==> config.mk <==
export PLATFORM = sky130hd
export DESIGN_NAME = spi_slave_ctrl_flat
export DESIGN_NICKNAME = d
export VERILOG_FILES = /design/src/rtl/spi_slave_pkg.sv /design/src/rtl/spi_iface.sv /design/src/rtl/spi_sync_edge.sv /design/src/rtl/spi_slave_ctrl.sv /design/src/flat_wrapper.sv
export SDC_FILE = /design/constraint.sdc
export NUM_CORES = 1
export LEC_CHECK = 0
export CORE_ASPECT_RATIO = 2
export CORE_MARGIN = 2
export CORE_UTILIZATION = 45
export CTS_BUF_LIST = sky130_fd_sc_hd__clkbuf_4
export DETAILED_ROUTE_END_ITERATION = 7
export GPL_TIMING_DRIVEN = 0
export HOLD_SLACK_MARGIN = 0.12
export PLACE_DENSITY = 0.72
export SLEW_MARGIN = 20
export SYNTH_ARGS = -nofsm -noshare
export SYNTH_HDL_FRONTEND = slang
export SYNTH_HIERARCHICAL = 1
export SYNTH_SLANG_ARGS = --single-unit
==> constraint.sdc <==
create_clock -name clk -period 4.3 [get_ports clk]
set_input_delay 0.86 -clock clk [delete_from_list [all_inputs] [get_ports clk]]
set_output_delay 0.86 -clock clk [all_outputs]
set_load 0.01 [all_outputs]
==> src/rtl/spi_slave_pkg.sv <==
// Shared types and helpers for the SPI responder.
// Holds the FSM state encoding and the bit-counter width helper.
// No ports; imported by spi_slave_ctrl.
package spi_slave_pkg;

   typedef enum logic [1:0] {
      IDLE  = 2'd0,
      LOAD  = 2'd1,
      SHIFT = 2'd2
   } spi_slave_state_t;

   // Width of the per-word bit counter; never narrower than one bit.
   function automatic int unsigned bit_cnt_w(input int unsigned data_w);
      return (data_w < 2) ? 1 : $clog2(data_w);
   endfunction

endpackage

==> src/rtl/spi_iface.sv <==
// SPI pin bundle shared between an SPI master and responder.
// Slave modport: if_ss/if_sclk/if_sdi in, if_sdo out.
// Master modport: the mirror image.
interface SPI_iface;
   logic if_ss;
   logic if_sclk;
   logic if_sdi;
   logic if_sdo;

   modport slave  (input if_ss, input if_sclk, input if_sdi, output if_sdo);
   modport master (output if_ss, output if_sclk, output if_sdi, input if_sdo);
endinterface

==> src/rtl/spi_sync_edge.sv <==
// Multi-flop synchroniser with rise/fall pulse detection on the synced level.
// Ports: clk/rst_n (sync active-low), d_i async input, q_o synced level,
//        rise_o/fall_o single-cycle pulses; latency STAGES cycles to q_o.
module spi_sync_edge #(
   parameter int unsigned STAGES = 2
) (
   input  logic clk,
   input  logic rst_n,
   input  logic d_i,
   output logic q_o,
   output logic rise_o,
   output logic fall_o
);

   logic [STAGES-1:0] sync_q;
   logic              dly_q;

   always_ff @(posedge clk) begin
      if (!rst_n) begin
         sync_q <= '0;
         dly_q  <= 1'b0;
      end else begin
         sync_q <= {sync_q[STAGES-2:0], d_i};
         dly_q  <= sync_q[STAGES-1];
      end
   end

   assign q_o    = sync_q[STAGES-1];
   assign rise_o = sync_q[STAGES-1] & ~dly_q;
   assign fall_o = ~sync_q[STAGES-1] & dly_q;

endmodule

==> src/rtl/spi_slave_ctrl.sv <==
// SPI mode-0 responder: oversamples SPI pins with clk, deserialises into an RX
// valid/ready buffer and serialises TX words from a one-entry holding register.
// Ports: clk, rst_n (sync active-low), spi (SPI_iface.slave), tx_data/tx_valid/
//        tx_ready, rx_data/rx_valid/rx_ready, rx_overrun, tx_underrun, busy.
// Build option: define SPI_SLAVE_LSB_FIRST_EN for LSB-first in both directions.
module spi_slave_ctrl
   import spi_slave_pkg::*;
#(
   parameter int unsigned       DATA_W      = 8,
   parameter int unsigned       SYNC_STAGES = 2,
   parameter logic [DATA_W-1:0] TX_IDLE     = {DATA_W{1'b1}}
) (
   input  logic              clk,
   input  logic              rst_n,
   SPI_iface.slave           spi,
   input  logic [DATA_W-1:0] tx_data,
   input  logic              tx_valid,
   output logic              tx_ready,
   output logic [DATA_W-1:0] rx_data,
   output logic              rx_valid,
   input  logic              rx_ready,
   output logic              rx_overrun,
   output logic              tx_underrun,
   output logic              busy
);

   localparam int unsigned       CNT_W   = bit_cnt_w(DATA_W);
   localparam logic [CNT_W-1:0]  CNT_MAX = CNT_W'(DATA_W - 1);

   // Pin synchronisation; sdi shares the depth so it lines up with sclk edges.
   logic ss_sync, ss_rise, ss_fall;
   logic sclk_rise, sclk_fall, sclk_lvl_unused;
   logic [SYNC_STAGES-1:0] sdi_sync_q;
   logic sdi_s;

   spi_sync_edge #(.STAGES(SYNC_STAGES)) u_ss_sync (
      .clk(clk), .rst_n(rst_n), .d_i(spi.if_ss),
      .q_o(ss_sync), .rise_o(ss_rise), .fall_o(ss_fall)
   );

   spi_sync_edge #(.STAGES(SYNC_STAGES)) u_sclk_sync (
      .clk(clk), .rst_n(rst_n), .d_i(spi.if_sclk),
      .q_o(sclk_lvl_unused), .rise_o(sclk_rise), .fall_o(sclk_fall)
   );

   assign sdi_s = sdi_sync_q[SYNC_STAGES-1];

   spi_slave_state_t  state_q, state_d;
   logic [DATA_W-1:0] tx_sr_q, tx_sr_d, rx_sr_q, rx_sr_d;
   logic [CNT_W-1:0]  bit_cnt_q, bit_cnt_d;
   logic [DATA_W-1:0] hold_q, hold_d;
   logic              hold_full_q, hold_full_d;
   logic              tx_ready_q, tx_ready_d;
   logic [DATA_W-1:0] rx_data_q, rx_data_d;
   logic              rx_valid_q, rx_valid_d;
   logic              rx_overrun_q, rx_overrun_d;
   logic              tx_underrun_q, tx_underrun_d;
   logic              sdo_q, sdo_d;

   logic              load_evt, word_done, ss_abort, accept, tx_bit;
   logic [DATA_W-1:0] rx_shift, tx_shift;

`ifdef SPI_SLAVE_LSB_FIRST_EN
   assign rx_shift = {sdi_s, rx_sr_q[DATA_W-1:1]};
   assign tx_shift = {1'b0, tx_sr_q[DATA_W-1:1]};
   assign tx_bit   = tx_sr_q[0];
`else
   assign rx_shift = {rx_sr_q[DATA_W-2:0], sdi_s};
   assign tx_shift = {tx_sr_q[DATA_W-2:0], 1'b0};
   assign tx_bit   = tx_sr_q[DATA_W-1];
`endif

   // ss_rise always implies ss_sync high; both kept for clarity of intent.
   assign ss_abort = ss_rise | ss_sync;
   assign accept   = tx_valid & tx_ready_q;

   always_comb begin
      state_d   = state_q;
      tx_sr_d   = tx_sr_q;
      rx_sr_d   = rx_sr_q;
      bit_cnt_d = bit_cnt_q;
      load_evt  = 1'b0;
      word_done = 1'b0;
      case (state_q)
         IDLE: begin
            if (ss_fall) state_d = LOAD;
         end
         LOAD: begin
            bit_cnt_d = '0;
            if (ss_abort) begin
               state_d = IDLE;
            end else begin
               state_d  = SHIFT;
               load_evt = 1'b1;
               rx_sr_d  = '0;
            end
         end
         SHIFT: begin
            if (ss_abort) begin
               // Partial word and in-flight TX word are dropped; holding reg survives.
               state_d   = IDLE;
               bit_cnt_d = '0;
               rx_sr_d   = '0;
               tx_sr_d   = '0;
            end else begin
               if (sclk_rise) begin
                  rx_sr_d   = rx_shift;
                  word_done = (bit_cnt_q == CNT_MAX);
                  bit_cnt_d = (bit_cnt_q == CNT_MAX) ? '0 : bit_cnt_q + CNT_W'(1);
               end
               // A falling edge after the last bit starts the next word.
               if (sclk_fall) begin
                  if (bit_cnt_q == '0) load_evt = 1'b1;
                  else                 tx_sr_d  = tx_shift;
               end
            end
         end
         default: state_d = IDLE;
      endcase
      if (load_evt) tx_sr_d = hold_full_q ? hold_q : TX_IDLE;
   end

   // TX holding register: a same-cycle accept wins over the load that empties it.
   always_comb begin
      hold_full_d   = accept | (hold_full_q & ~load_evt);
      hold_d        = accept ? tx_data : hold_q;
      tx_ready_d    = ~hold_full_d;
      tx_underrun_d = load_evt & ~hold_full_q;
      sdo_d         = (state_q != IDLE) ? tx_bit : 1'b0;
   end

   // Single-entry RX buffer; a concurrent consume frees the slot for the new word.
   always_comb begin
      rx_valid_d   = rx_valid_q;
      rx_data_d    = rx_data_q;
      rx_overrun_d = 1'b0;
      if (rx_valid_q && rx_ready) rx_valid_d = 1'b0;
      if (word_done) begin
         if (rx_valid_q && !rx_ready) begin
            rx_overrun_d = 1'b1;
         end else begin
            rx_valid_d = 1'b1;
            rx_data_d  = rx_shift;
         end
      end
   end

   always_ff @(posedge clk) begin
      if (!rst_n) begin
         sdi_sync_q    <= '0;
         state_q       <= IDLE;
         tx_sr_q       <= '0;
         rx_sr_q       <= '0;
         bit_cnt_q     <= '0;
         hold_q        <= '0;
         hold_full_q   <= 1'b0;
         tx_ready_q    <= 1'b0;
         rx_data_q     <= '0;
         rx_valid_q    <= 1'b0;
         rx_overrun_q  <= 1'b0;
         tx_underrun_q <= 1'b0;
         sdo_q         <= 1'b0;
      end else begin
         sdi_sync_q    <= {sdi_sync_q[SYNC_STAGES-2:0], spi.if_sdi};
         state_q       <= state_d;
         tx_sr_q       <= tx_sr_d;
         rx_sr_q       <= rx_sr_d;
         bit_cnt_q     <= bit_cnt_d;
         hold_q        <= hold_d;
         hold_full_q   <= hold_full_d;
         tx_ready_q    <= tx_ready_d;
         rx_data_q     <= rx_data_d;
         rx_valid_q    <= rx_valid_d;
         rx_overrun_q  <= rx_overrun_d;
         tx_underrun_q <= tx_underrun_d;
         sdo_q         <= sdo_d;
      end
   end

   assign spi.if_sdo  = sdo_q;
   assign tx_ready    = tx_ready_q;
   assign rx_data     = rx_data_q;
   assign rx_valid    = rx_valid_q;
   assign rx_overrun  = rx_overrun_q;
   assign tx_underrun = tx_underrun_q;
   assign busy        = (state_q != IDLE);

endmodule

==> src/flat_wrapper.sv <==
// flat-port wrapper written by rule: the top's interface ports become plain ports
module spi_slave_ctrl_flat import spi_slave_pkg::*;
#(
   parameter int unsigned       DATA_W      = 8,
   parameter int unsigned       SYNC_STAGES = 2,
   parameter logic [DATA_W-1:0] TX_IDLE     = {DATA_W{1'b1}}
)
  (clk, rst_n, tx_data, tx_valid, tx_ready, rx_data, rx_valid, rx_ready, rx_overrun, tx_underrun, busy, spi_if_ss, spi_if_sclk, spi_if_sdi, spi_if_sdo);
  SPI_iface spi_i ();
  input  logic clk;
  input  logic rst_n;
  input  logic [DATA_W-1:0] tx_data;
  input  logic tx_valid;
  output logic tx_ready;
  output logic [DATA_W-1:0] rx_data;
  output logic rx_valid;
  input  logic rx_ready;
  output logic rx_overrun;
  output logic tx_underrun;
  output logic busy;
  input wire logic [$bits(spi_i.if_ss)-1:0] spi_if_ss;
  input wire logic [$bits(spi_i.if_sclk)-1:0] spi_if_sclk;
  input wire logic [$bits(spi_i.if_sdi)-1:0] spi_if_sdi;
  output wire logic [$bits(spi_i.if_sdo)-1:0] spi_if_sdo;
  assign spi_i.if_ss = spi_if_ss;
  assign spi_i.if_sclk = spi_if_sclk;
  assign spi_i.if_sdi = spi_if_sdi;
  assign spi_if_sdo = spi_i.if_sdo;
  spi_slave_ctrl #(.DATA_W(DATA_W), .SYNC_STAGES(SYNC_STAGES), .TX_IDLE(TX_IDLE)) u_core (.clk(clk), .rst_n(rst_n), .spi(spi_i), .tx_data(tx_data), .tx_valid(tx_valid), .tx_ready(tx_ready), .rx_data(rx_data), .rx_valid(rx_valid), .rx_ready(rx_ready), .rx_overrun(rx_overrun), .tx_underrun(tx_underrun), .busy(busy));
endmodule
# Word level (Yosys, flattened, before mapping)
# Index checks and enable logic that the tools add are counted.
[op_classes] n_mux=30 bitwise_logic=17 addsub=1 eq_ne=8 n_reduce_logical=16
[op_table] operator="$mux W8" n=6
[op_table] operator="$mux W7" n=3
[op_table] operator="$pmux W7 S2" n=1
[op_table] operator="$mux W1" n=11
[op_table] operator="$reduce_and A2 Y1" n=5
[op_table] operator="$mux W3" n=3
[op_table] operator="$not A1 Y1" n=8
[op_table] operator="$and A1 B1 Y1" n=7
[op_table] operator="$mux W2" n=3
[op_table] operator="$ne A3 B1 Y1 const B" n=2
[op_table] operator="$pmux W2 S3" n=1
[op_table] operator="$pmux W3 S2" n=1
[op_table] operator="$reduce_and A3 Y1" n=2
[op_table] operator="$reduce_bool A2 Y1" n=3
[op_table] operator="$ne A2 B1 Y1 const B" n=2
[op_table] operator="$add A3 B1 Y3 const B" n=1
[op_table] operator="$eq A3 B3 Y1 const B" n=1
[op_table] operator="$logic_not A3 Y1" n=1
[op_table] operator="$reduce_bool A3 Y1" n=1
[op_table] operator="$eq A2 B1 Y1 const B" n=1
[op_table] operator="$eq A2 B2 Y1 const B" n=1
[op_table] operator="$logic_and A1 B1 Y1" n=2
[op_table] operator="$logic_not A2 Y1" n=1
[op_table] operator="$ne A2 B2 Y1 const B" n=1
[op_table] operator="other kinds (3)" n=4
[totals] out_inout_bits=14 inputBits=15 regBits=50 wordCells=89

# Logic depth before layout (Yosys ltp)
[depth] word_depth=9 mapped_depth=7 mapped_depth_nobuf=6

# Modules after synthesis
# Netlist, hierarchy kept.
[modules_own_cells] mod="spi_slave_ctrl" area_each_um2=1783.0 seq_area_each_um2=880.8 cells_each=205 n_inst=1
[modules_own_cells] mod="spi_sync_edge" area_each_um2=91.3 seq_area_each_um2=60.1 cells_each=8 n_inst=2

# Least setup slack after synthesis
# OpenSTA, ideal clock, no wires.
[synth_path] kind="input-to-reg" startpoint="input port rst_n" endpoint="register u_core.tx_sr_q[4]" path_buffers=2 setup_ns=0.083 t_required_ns=4.217 slack_ns=2.418 cell_stages=5 arrival_time_ns=1.798 cell_sequence="clkbuf_1 > clkinv_1 > or2_1 > clkbuf_1 > o221ai_1"
[synth_lines] element="start: declaration" line_no="flat_wrapper.sv:11" rtl="input logic rst_n;"
[synth_lines] element="end signal: assignment" line_no="spi_slave_ctrl.sv:166" rtl="tx_sr_q <= tx_sr_d;"
[synth_lines] element="end: declaration" line_no="spi_slave_ctrl.sv:49" rtl="logic [DATA_W-1:0] tx_sr_q, tx_sr_d, rx_sr_q, rx_sr_d;"

# Worst setup path after layout
[layout_path] startpoint="register u_core.state_q[0]" endpoint="output port busy"
[layout_between] elab_chain_len=1
[layout_rtl] element="start: declaration" line_no="spi_slave_ctrl.sv:48" rtl="spi_slave_state_t state_q, state_d;"
[layout_rtl] element="start signal: assignment" line_no="spi_slave_ctrl.sv:165" rtl="state_q <= state_d;"
[layout_rtl] element="$reduce_bool A2 Y1" line_no="spi_slave_ctrl.sv:186" rtl="assign busy = (state_q != IDLE);"
[layout_rtl] element="end: declaration" line_no="flat_wrapper.sv:20" rtl="output logic busy;"
# Every way passes these cells.

==> results.sh <==
export IMPL_nNetsFinal=277
export IMPL_path_class="reg2out"
export IMPL_cts_sinks=50
export IMPL_finalWirelength_um=3730
export IMPL_initial_utilization_pct=46.2
export IMPL_core_mm2=0.00425
export IMPL_clockRootBuffer="clkbuf_4"
export IMPL_ant_nets=0
export IMPL_hold_start="u_core/u_sclk_sync/sync_q[0]"
export IMPL_dieHeight_um=97.5
export IMPL_cts_max_level=2
export IMPL_synth_ff_type="dfxtp_1"
export IMPL_synth_edff_count=0
export IMPL_via_per_inst=5.14
export IMPL_overflow=0
export IMPL_drc_errors=0
export IMPL_crit_buf_inv=3
export IMPL_cts_tree="yes"
export IMPL_worstMarginPinSlew_ns=0.484
export IMPL_rsz0062_at_grt="no"
export IMPL_p_leak_nw=0.847
export IMPL_post_cts_setup_buffers=0
export IMPL_multiInputGateArea_um2=860
export IMPL_slowest_stage="clkdlybuf4s50_1"
export IMPL_rr_startpoint="u_core/state_q[0]"
export IMPL_finalCriticalPeriod_ns=2.53
export IMPL_layout_drive_gt1_share_pct=6.25
export IMPL_ys_ff_latch=50
export IMPL_final_cell_mix="50 x dfxtp_1, 35 x nand2_1, 28 x clkdlybuf4s50_1, 19 x nand3_1"
export IMPL_outcome="complete, no violations"
export IMPL_ys_seq_area_share_pct=50.9
export IMPL_synth_top_family_by_area="simple AND/OR/NAND/NOR gates"
export IMPL_die_area_mm2=0.00494
export IMPL_dp_hpwl_um=2820
export IMPL_first_iter_violations=31
export IMPL_critPathRequiredTime_ns=3.44
export IMPL_netlist_instances=221
export IMPL_crit_path_frequent_cell="inv_1"
export IMPL_io_buffers=28
export IMPL_yosys_warnings=6
export IMPL_synth_xor_area_share_pct=0
export IMPL_ir_drop_mv=0.260
export IMPL_routabilityCongestion=0.821
export IMPL_grt_pass1_wl_um=6380
export IMPL_row_count=34
export IMPL_routedWlPerCell_um=12.0
export IMPL_finalSetupViolations=0
export IMPL_cp_slowest_stage_delay_ns=0.54
export IMPL_synthToLayoutAreaGrowth_pct=20.1
export IMPL_arrival_ns=1.67
export IMPL_fp_dieW_um=50.7
export IMPL_grt_max_degree=15
export IMPL_synth_fa_ha_area_share_pct=3.82
export IMPL_cp_end_kind="output pin"
export IMPL_period_share_pct=58.8
export IMPL_synthSimpleGateAreaFrac_pct=23.9
export IMPL_muxShareOfSynthArea_pct=0
export IMPL_avgSynthCellArea_um2=8.89
export IMPL_synth_compound_area_share_pct=16.0
export IMPL_whs_ns=0.451
export IMPL_cp_max_fo=3
export IMPL_critPathLaunch="u_core/state_q[0]"
export IMPL_ys_types=36
export IMPL_report_final_slew_viol_count=0
export IMPL_num_vias=1592
export IMPL_ctsResizeCount=0
export IMPL_num_fill_cells=433
export IMPL_tns_ns=0
export IMPL_crit_path_start_kind="flip-flop"
export IMPL_fin_worst_skew_ns=0.00973
export IMPL_synthesis_nets=242
export IMPL_grt_pass1_vias=1539
export IMPL_clkTransAtPathRegs_ns=0.12
export IMPL_diodes=0
export IMPL_power_density_mw_per_mm2=306
export IMPL_hold_viol=0
export IMPL_async_flop_share_pct=0
export IMPL_drtPass1Iterations=4
export IMPL_timing_fmax_mhz=395
export IMPL_grtUsageTotal_pct=16.7
export IMPL_hold_buffers=0
export IMPL_register_area_mm2=0.00100
export IMPL_path_delay_family="buffers and inverters"
export IMPL_drv_max_cap_violation_count=0
export IMPL_layout_commonest_cell="dfxtp_1"
export IMPL_cts_buffers=5
export IMPL_clk_latency_ns=0.36
export IMPL_antenna_found_initial=0
export IMPL_pin_count=29
export IMPL_synthesis_area_mm2=0.00197
export IMPL_cts_buffer_depth=2
export IMPL_hold_path_class="reg2reg"
export IMPL_path_cells="inv_1, ha_1, inv_1, clkdlybuf4s50_1"
export IMPL_maxSlewHeadroom_pct=67.6
## cell usage after synthesis (2+ instances only)
cell	instances	area, µm²
o21ai_1	2	10.0
o221ai_1	7	61.3
nor3_1	3	15.0
nand4_1	2	12.5
nand4b_1	2	17.5
nand3_1	19	95.1
nor2_1	8	30.0
ha_1	6	75.1
buf_1	2	7.51
buf_2	3	15.0
clkbuf_1	5	18.8
nand2b_1	3	18.8
o21ai_0	11	55.1
inv_1	13	48.8
o31ai_1	8	60.1
a21oi_1	13	65.1
nand2_1	35	131
dfxtp_1	50	1000
and2_1	9	56.3
nor2b_1	4	25.0
## through the flow
stage	std cells	instance area [µm²]	total power [mW]	utilization (%)	setup slack, ns
floorplan	221	1970	0.515	-	2.42
global placement	303	2310	0.539	54.4	1.58
detailed placement	303	2310	0.540	54.4	1.54
CTS	310	2360	0.733	55.5	1.75
global route	310	2360	0.755	55.5	1.68
finish	310	2360	0.722	55.5	1.77
## worst register-to-register path: cells and delay by family (launching register included)
kind                     cells  cell delay (ns)
adder cells (fa/ha/maj)      1             0.28
AND/OR/NAND/NOR              2             0.39
buffers and inverters        2             0.32
AO/OA/AOI/OAI                2             0.39
flip-flops                   1             0.37
## power breakdown
group	switching, mW	internal (mW)	total [mW]	leakage (nW)
Clock	0.133	0.0590	0.192	0.0308
Combinational	0.0288	0.0245	0.0532	0.411
Sequential	0.00461	0.472	0.477	0.405
Total	0.166	0.556	0.722	0.847
## kinds of logic after synthesis
kind of cell,Yosys count
adder cells (fa/ha/maj),6
AO/OA/AOI/OAI,48
AND/OR/NAND/NOR,92
buffers and inverters,25
flip-flops,50
## metal layers
metal	GRT usage (%)	share of wire (%)
met2	29.7	50
met1	18.7	45
met3	2.77	3.0
met4	7.48	1.9
met5	0	0
## worst paths after layout
kind	end	slack, ns	depth (start not counted)
worst max register to register	u_core/tx_sr_q[4]	2.44	7
worst min-delay path	u_core/u_sclk_sync/sync_q[1]	0.45	1
worst max-delay path	busy	1.77	4
worst min register to register	u_core/u_sclk_sync/sync_q[1]	0.45	1
## registers in the layout, summed over array words and instances, names as in the netlist, 2 cells and up
signal / flops
u_core/sdi_sync_q: 2
u_core/u_sclk_sync/sync_q: 2
u_core/rx_data: 8
u_core/hold_q: 8
u_core/bit_cnt_q: 3
u_core/state_q: 2
u_core/tx_sr_q: 8
u_core/u_ss_sync/sync_q: 2
u_core/rx_sr_q: 7
## layout make-up
cell class | instances | area share, %
buffer | 11 | 2.23
sequential | 50 | 42.4
multi-input combinational | 146 | 36.4
clock buffer | 5 | 1.59
inverter | 14 | 2.23
timing repair buffer | 28 | 11.9
tap | 54 | 2.86
clock inverter | 2 | 0.424
Note: power is estimated with default switching activity, not from simulation.
